**src/rtl/uart_regfile_mc.sv**
```systemverilog
// Multi-channel UART register file: CTRL/BAUD/STATUS/IRQ_EN per channel, two independent read ports.
// Define UART_RF_IRQ_EN to build the IRQ_EN registers and irq outputs; otherwise irq is tied low.
module uart_regfile_mc #(
  parameter int N_CH = 2,
  parameter int READ_LATENCY = 0,
  localparam int ADDR_W = $clog2(N_CH) + 2
) (
  input  logic                 clk,
  input  logic                 rst,
  input  logic                 wr_en,
  input  logic [ADDR_W-1:0]    wr_addr,
  input  logic [15:0]          wr_data,
  input  logic [ADDR_W-1:0]    rd_addr_a,
  input  logic [ADDR_W-1:0]    rd_addr_b,
  output logic [15:0]          rd_data_a,
  output logic [15:0]          rd_data_b,
  output logic                 rd_valid_a,
  output logic                 rd_valid_b,
  input  logic [N_CH-1:0]      uart_busy,
  input  logic [2*N_CH-1:0]    uart_error,
  input  logic [N_CH-1:0]      update_ok,
  output logic [N_CH-1:0]      uart_enable,
  output logic [3*N_CH-1:0]    uart_mode,
  output logic [16*N_CH-1:0]   uart_rate,
  output logic [N_CH-1:0]      irq
);

  localparam logic [15:0] BAUD_RST = 16'h2580;

  if (READ_LATENCY != 0 && READ_LATENCY != 1) begin : g_bad_latency
    $error("uart_regfile_mc: READ_LATENCY must be 0 or 1");
  end
  if (N_CH < 1 || N_CH > 8) begin : g_bad_nch
    $error("uart_regfile_mc: N_CH must be in 1..8");
  end

  logic [N_CH-1:0][3:0][15:0] reg_word;
  logic [1:0]                 wr_reg;
  logic [31:0]                wr_ch;

  assign wr_reg = wr_addr[1:0];
  assign wr_ch  = 32'(wr_addr) >> 2;

  for (genvar gi = 0; gi < N_CH; gi++) begin : g_ch
    logic [3:0]  ctrl;
    logic [15:0] shadow;
    logic [15:0] active;
    logic        busy;
    logic        frame;
    logic        parity;
    logic        pending;
    logic        wr_sel;

    assign wr_sel = wr_en && (wr_ch == 32'(gi));

    always_ff @(posedge clk or posedge rst) begin
      if (rst) begin
        ctrl    <= '0;
        shadow  <= BAUD_RST;
        active  <= BAUD_RST;
        busy    <= 1'b0;
        frame   <= 1'b0;
        parity  <= 1'b0;
        pending <= 1'b0;
      end else begin
        busy <= uart_busy[gi];
        if (wr_sel && wr_reg == 2'd0)
          ctrl <= wr_data[3:0];
        // A colliding BAUD write still promotes the old shadow and re-arms pending.
        if (update_ok[gi] && pending)
          active <= shadow;
        if (wr_sel && wr_reg == 2'd1) begin
          shadow  <= wr_data;
          pending <= 1'b1;
        end else if (update_ok[gi]) begin
          pending <= 1'b0;
        end
        // Error set takes priority over a simultaneous write-1-to-clear.
        if (uart_error[2*gi])
          frame <= 1'b1;
        else if (wr_sel && wr_reg == 2'd2 && wr_data[1])
          frame <= 1'b0;
        if (uart_error[2*gi+1])
          parity <= 1'b1;
        else if (wr_sel && wr_reg == 2'd2 && wr_data[2])
          parity <= 1'b0;
      end
    end

`ifdef UART_RF_IRQ_EN
    logic [1:0] irq_en;
    logic       irq_q;

    always_ff @(posedge clk or posedge rst) begin
      if (rst) begin
        irq_en <= '0;
        irq_q  <= 1'b0;
      end else begin
        if (wr_sel && wr_reg == 2'd3)
          irq_en <= wr_data[1:0];
        irq_q <= |({parity, frame} & irq_en);
      end
    end

    assign irq[gi]         = irq_q;
    assign reg_word[gi][3] = {14'd0, irq_en};
`else
    assign irq[gi]         = 1'b0;
    assign reg_word[gi][3] = 16'd0;
`endif

    assign reg_word[gi][0] = {12'd0, ctrl};
    assign reg_word[gi][1] = active;
    assign reg_word[gi][2] = {12'd0, pending, parity, frame, busy};

    assign uart_enable[gi]          = ctrl[0];
    assign uart_mode[3*gi +: 3]     = ctrl[3:1];
    assign uart_rate[16*gi +: 16]   = active;
  end

  logic [1:0][ADDR_W-1:0] rd_addr;
  logic [1:0][15:0]       rd_word;
  logic [1:0]             rd_hit;

  assign rd_addr = {rd_addr_b, rd_addr_a};

  // Out-of-range channels match nothing and fall through to data 0 / valid 0.
  always_comb begin
    rd_word = '0;
    rd_hit  = '0;
    for (int p = 0; p < 2; p++) begin
      for (int c = 0; c < N_CH; c++) begin
        if ((32'(rd_addr[p]) >> 2) == 32'(c)) begin
          rd_hit[p]  = 1'b1;
          rd_word[p] = reg_word[c][rd_addr[p][1:0]];
        end
      end
    end
  end

  if (READ_LATENCY == 1) begin : g_rd_reg
    logic [1:0][15:0] data_q;
    logic [1:0]       valid_q;

    always_ff @(posedge clk or posedge rst) begin
      if (rst) begin
        data_q  <= '0;
        valid_q <= '0;
      end else begin
        data_q  <= rd_word;
        valid_q <= rd_hit;
      end
    end

    assign rd_data_a  = data_q[0];
    assign rd_data_b  = data_q[1];
    assign rd_valid_a = valid_q[0];
    assign rd_valid_b = valid_q[1];
  end else begin : g_rd_comb
    assign rd_data_a  = rd_word[0];
    assign rd_data_b  = rd_word[1];
    assign rd_valid_a = rd_hit[0];
    assign rd_valid_b = rd_hit[1];
  end

endmodule

```
**config.mk**
```make
export PLATFORM = sky130hd
export DESIGN_NAME = uart_regfile_mc
export DESIGN_NICKNAME = d
export VERILOG_FILES = /design/src/rtl/uart_regfile_mc.sv
export SDC_FILE = /design/constraint.sdc
export NUM_CORES = 1
export LEC_CHECK = 0
export CORE_MARGIN = 2
export CORE_UTILIZATION = 46
export CTS_CLUSTER_DIAMETER = 150
export DETAILED_ROUTE_END_ITERATION = 8
export PLACE_DENSITY = 0.78
export SLEW_MARGIN = 25
export SYNTH_ARGS = -nofsm -noshare
export SYNTH_HDL_FRONTEND = slang
export SYNTH_SLANG_ARGS = --single-unit
```
**constraint.sdc**
```tcl
create_clock -name clk -period 2.73 [get_ports clk]
set_input_delay 0.4095 -clock clk [delete_from_list [all_inputs] [get_ports clk]]
set_output_delay 0.4095 -clock clk [all_outputs]
set_load 0.005 [all_outputs]
```
# Word-level counts from Yosys, hierarchy flattened
# Cells that the tools add are included.
# totals
output_inout_bits	76
word_cells	70
register_bits	80
input_bits	36
# op_classes
order_cmp	2
reduce_logical	24
eq_ne	2
mux	28
# op_table
op	count
$bmux 16 s2	4
$mux 16	8
$logic_not 32->1	3
$mux 1	16
$logic_and 1x1->1	14
$reduce_bool 2->1	6
$lt 2x3->1 const B	2
$eq 2x1->1 const B	1
$eq 2x2->1 const B	1
$logic_not 2->1	1

# Longest topological paths before layout
# depth
ltp_word	6
depth_mapped	4
depth_no_buf	3

# Worst setup path before layout
# OpenSTA, ideal clock, no wires.
# synth_path
kind	input-to-output
from	input rd_addr_a[2]
to	output rd_data_a[0]
arrival_ps	1173
required_ps	2321
path_stages	4
path_slack_ps	1147
path_cell_list	buf_2 -> buf_2 -> mux2i_1 -> o221ai_1
# synth_via
elab_chain_cells	3
# synth_lines
element	line	text
from (decl)	13	input logic [ADDR_W-1:0] rd_addr_a,
$logic_not 32->1	133	if ((32'(rd_addr[p]) >> 2) == 32'(c)) begin
$mux 16	133	
$mux 16 *	133	
to (decl)	15	output logic [15:0] rd_data_a,
# Every way passes the cells marked *; elsewhere a longest branch is shown, timed or not.

# Worst setup path after layout
# layout_path
from	input rd_addr_a[1]
to	output rd_data_a[14]
# layout_via
elab_chain_cells	4
elab_cells_between_ends	6
cone_classes	mux: 6
# layout_lines
element	line	text
$bmux 16 s2	135	rd_word[p] = reg_word[c][rd_addr[p][1:0]];
$mux 16 (not written as such)	135	
$mux 16	133	
$mux 16 *	133	
# Every way passes the cells marked *; elsewhere a longest branch is shown, timed or not. The select of a mux whose other input is x is not followed.

==> impl_results.md <==
* Cell variety after synth at 22
* Clk Latency, worst-skew pair at between 0.3 and 0.4 ns
* Max cap viols at 0
* EDFF count, synth at 0
* CP cell instances: clkdlybuf4s50_1 -> nand2b_1 -> buf_4 -> nor2_1 -> clkdlybuf4s50_1
* Placeable Area at approximately 0.0081 sq mm
* Max Slew Vio Count at 0
* Worst path most repeated cell: clkdlybuf4s50_1
* Setup_tns at 0 ns
* Post-route ant nets at 0
* CTS Root Cell: clkbuf_8
* Yosys top cell area share at a little over two fifths
* CTS tree: built
* Post-DP Area at 0.00501 sq mm
* Worst Skew at between 0.01 and 0.015 ns
* Cell family with most CP delay: buffers and inverters
* Worst Hold Class: in2async
* Max frequency at 0.381 GHz
* Critical Path End Type: primary output
* Mapped cell area at 0.00381 sq mm
* GR Util met1 at 30.1%
* Syn Inst Count at 287
* Full die area at 0.00903 sq mm
* Critical Path AT at 2.22 ns
* Final core utilization at 64.2%
* HPWL after detailed placement at a little under 7 mm
* Routed wire length at 9.45 mm
* Largest net degree at the start of global routing at 81
* Warnings, synthesis at 0
* Cts hold-fix bufs at 0
* Post-synthesis sequential area ratio at 53.0%
* Final period util at a little over nine tenths
* H-tree Lvls at 3
* Via count at 2707
* GRT Residual Overflow at 0
* Initial antenna violation count at 0
* PD cells at 794 mW/mm^2
* Area leader, netlist: dfrtp_1
* Max VDD drop at 0.000447 V
* Setup violations, final at 0
* Predominant post-synthesis flop cell: dfrtp_1
* Ys async rst share at 100%
* Crit path required time at 2.32 ns
* Relative slew slack at 53.6%
* Final worst path period need at 2.62 ns
* Met3 Usage GRT at 2.85%
* Diode count at 0
* Most common library cells after synthesis: mux2_2 (72), dfrtp_1 (64), mux2i_1 (48), nor2_1 (24), dfstp_2 (16)
* Std-Cell Rows at 33
* CP max FO at 10
* CTS Buf Count at 9
* Global-route wire length before repair at 14.5 mm
* FF+latch count, synth at 80
* Layout fillers at 657
* Die Ht at 95.0 um
* Area grow syn2layout at 36.9%
* RSZ-0062 raised after global routing: no
* Worst-path clk slew at 0.09 ns
* Iter 0 DRT Violations at 90
* Post-CTS setup buffer count at 0
* Synthesized area per cell at between 10 and 15 sq um
* Io pins at about 110
* Startpoint types: input port
* Largest cells by area after synthesis: dfrtp_1 (42%), mux2_2 (21%), mux2i_1 (13%)
* CTS max path bufs at 2
* First-pass DRT Iterations at 4
* Met2 Use GR at 34.9%
* Initial Util at 46.9%
* Number of global-route vias before repair at between 2000 and 3000
* Width of the chip at 95.0 um
* GP Congestion at 0.891
* Slew @ Worst Pin at 0.694 ns
* Count of buffer and inverter cells on the critical path at 3
* Sink Count at 80
* CP max stage delay at about 0.53 ns
* WL/cell at 18.5 um
* Via-per-instance ratio at 5.30
* Slowest cell on the critical path: clkdlybuf4s50_1
* Layout cells sized above 1 at 30.0%
* Finished layout cell area at roughly 0.0052 sq mm
* Layout Nets at roughly 440
* GRT busiest layer: met2
* Static leakage at 2.25 nW
* Count of buffers from port buffering at around 110
* Drt drc at 0
* Status: finished, final reports clean
* Most frequent cell after synthesis: mux2_2
* Final Hold Viols at 0
* Crit path kind: in2out
* GRT Util Overall at 21.6%
* CTS-repair resized insts at 0
-- cells in the final DEF, fill, tap and decap left out, drive strengths merged, types with 3 or more instances in the layout --
cell type        n
nand2b           9
or3              8
dfrtp           64
inv              8
o221ai           8
dfstp           16
nor2            24
mux2            72
conb             4
nand2            3
mux2i           48
clkdlybuf4s50  105
buf             14
clkbuf           9
o21ai            5
-- where the power goes --
part,internal [W],total (W),switching [W]
logic,0.000916,0.00135,0.000433
registers,0.00158,0.00190,0.000316
clock network,0.000442,0.000896,0.000455
total,0.00294,0.00414,0.00120
-- path summary, 6_finish.rpt --
| path | start | endpoint | slack (ns) | cells past startpoint |
|---|---|---|---|---|
| setup / recovery | rd_addr_a[1] | rd_data_a[14] | 0.11 | 5 |
| hold / removal | rst | g_ch[0].shadow[11] | 0.49 | 3 |
| hold reg to reg | g_ch[1].shadow[11] | g_ch[1].active[11] | 0.50 | 1 |
| setup reg to reg | g_ch[1].pending | g_ch[1].active[12] | 1.24 | 3 |
| max in group asynchronous | rst | g_ch[1].shadow[8] | 1.90 | 3 |
| min in group clk | g_ch[1].shadow[11] | g_ch[1].active[11] | 0.50 | 1 |
-- kinds of logic after synthesis --
family | share of synthesized area, %
muxes | 33.9
AOI/OAI and AO/OA | 2.69
other | 0.197
and+or+nand+nor | 7.19
buffers and inverters | 3.02
DFF | 53.0
-- state kept, by name, indices dropped and copies added (netlist names) --
signal	count
g_ch.shadow	32
g_ch.ctrl	8
g_ch.parity	2
g_ch.active	32
g_ch.frame	2
g_ch.busy	2
g_ch.pending	2
-- layer usage --
| metal | part of all wire (%) | vias to the layer above |
|---|---|---|
| li1 | - | 1257 |
| met1 | 45 | 1368 |
| met5 | 0 | - |
| met4 | 1.3 | 0 |
| met2 | 50 | 72 |
| met3 | 3.6 | 10 |
-- per-stage QoR --
step | worst slack, ns | std cells | total power [W] | hold slack (ns)
floorplan | 0.295 | 289 | 0.00241 | 0.441
global placement | 0.239 | 495 | 0.00323 | 0.482
detailed placement | 0.116 | 495 | 0.00327 | 0.487
CTS | 0.119 | 511 | 0.00418 | 0.492
global route | 0.0567 | 511 | 0.00438 | 0.502
finish | 0.105 | 511 | 0.00414 | 0.491
-- area by class of cell --
cell class | instances | area (sq um) | area share [%]
repair buffers | 119 | 1160 | 22.3
clock buffers | 9 | 124 | 2.37
flip-flops and latches | 80 | 2020 | 38.7
multi-input cells | 188 | 1680 | 32.2
well taps | 105 | 131 | 2.52
clock inverters | 7 | 83.8 | 1.61
inverters | 3 | 11.3 | 0.216
-- worst reg2reg max path, delay by kind of cell, from the launching register on --
kind | cells | cell delay (ns)
simple gates | 1 | 0.35
mux | 1 | 0.35
buf+inv | 1 | 0.26
flops | 1 | 0.42
(Power assumes the default switching activity.)
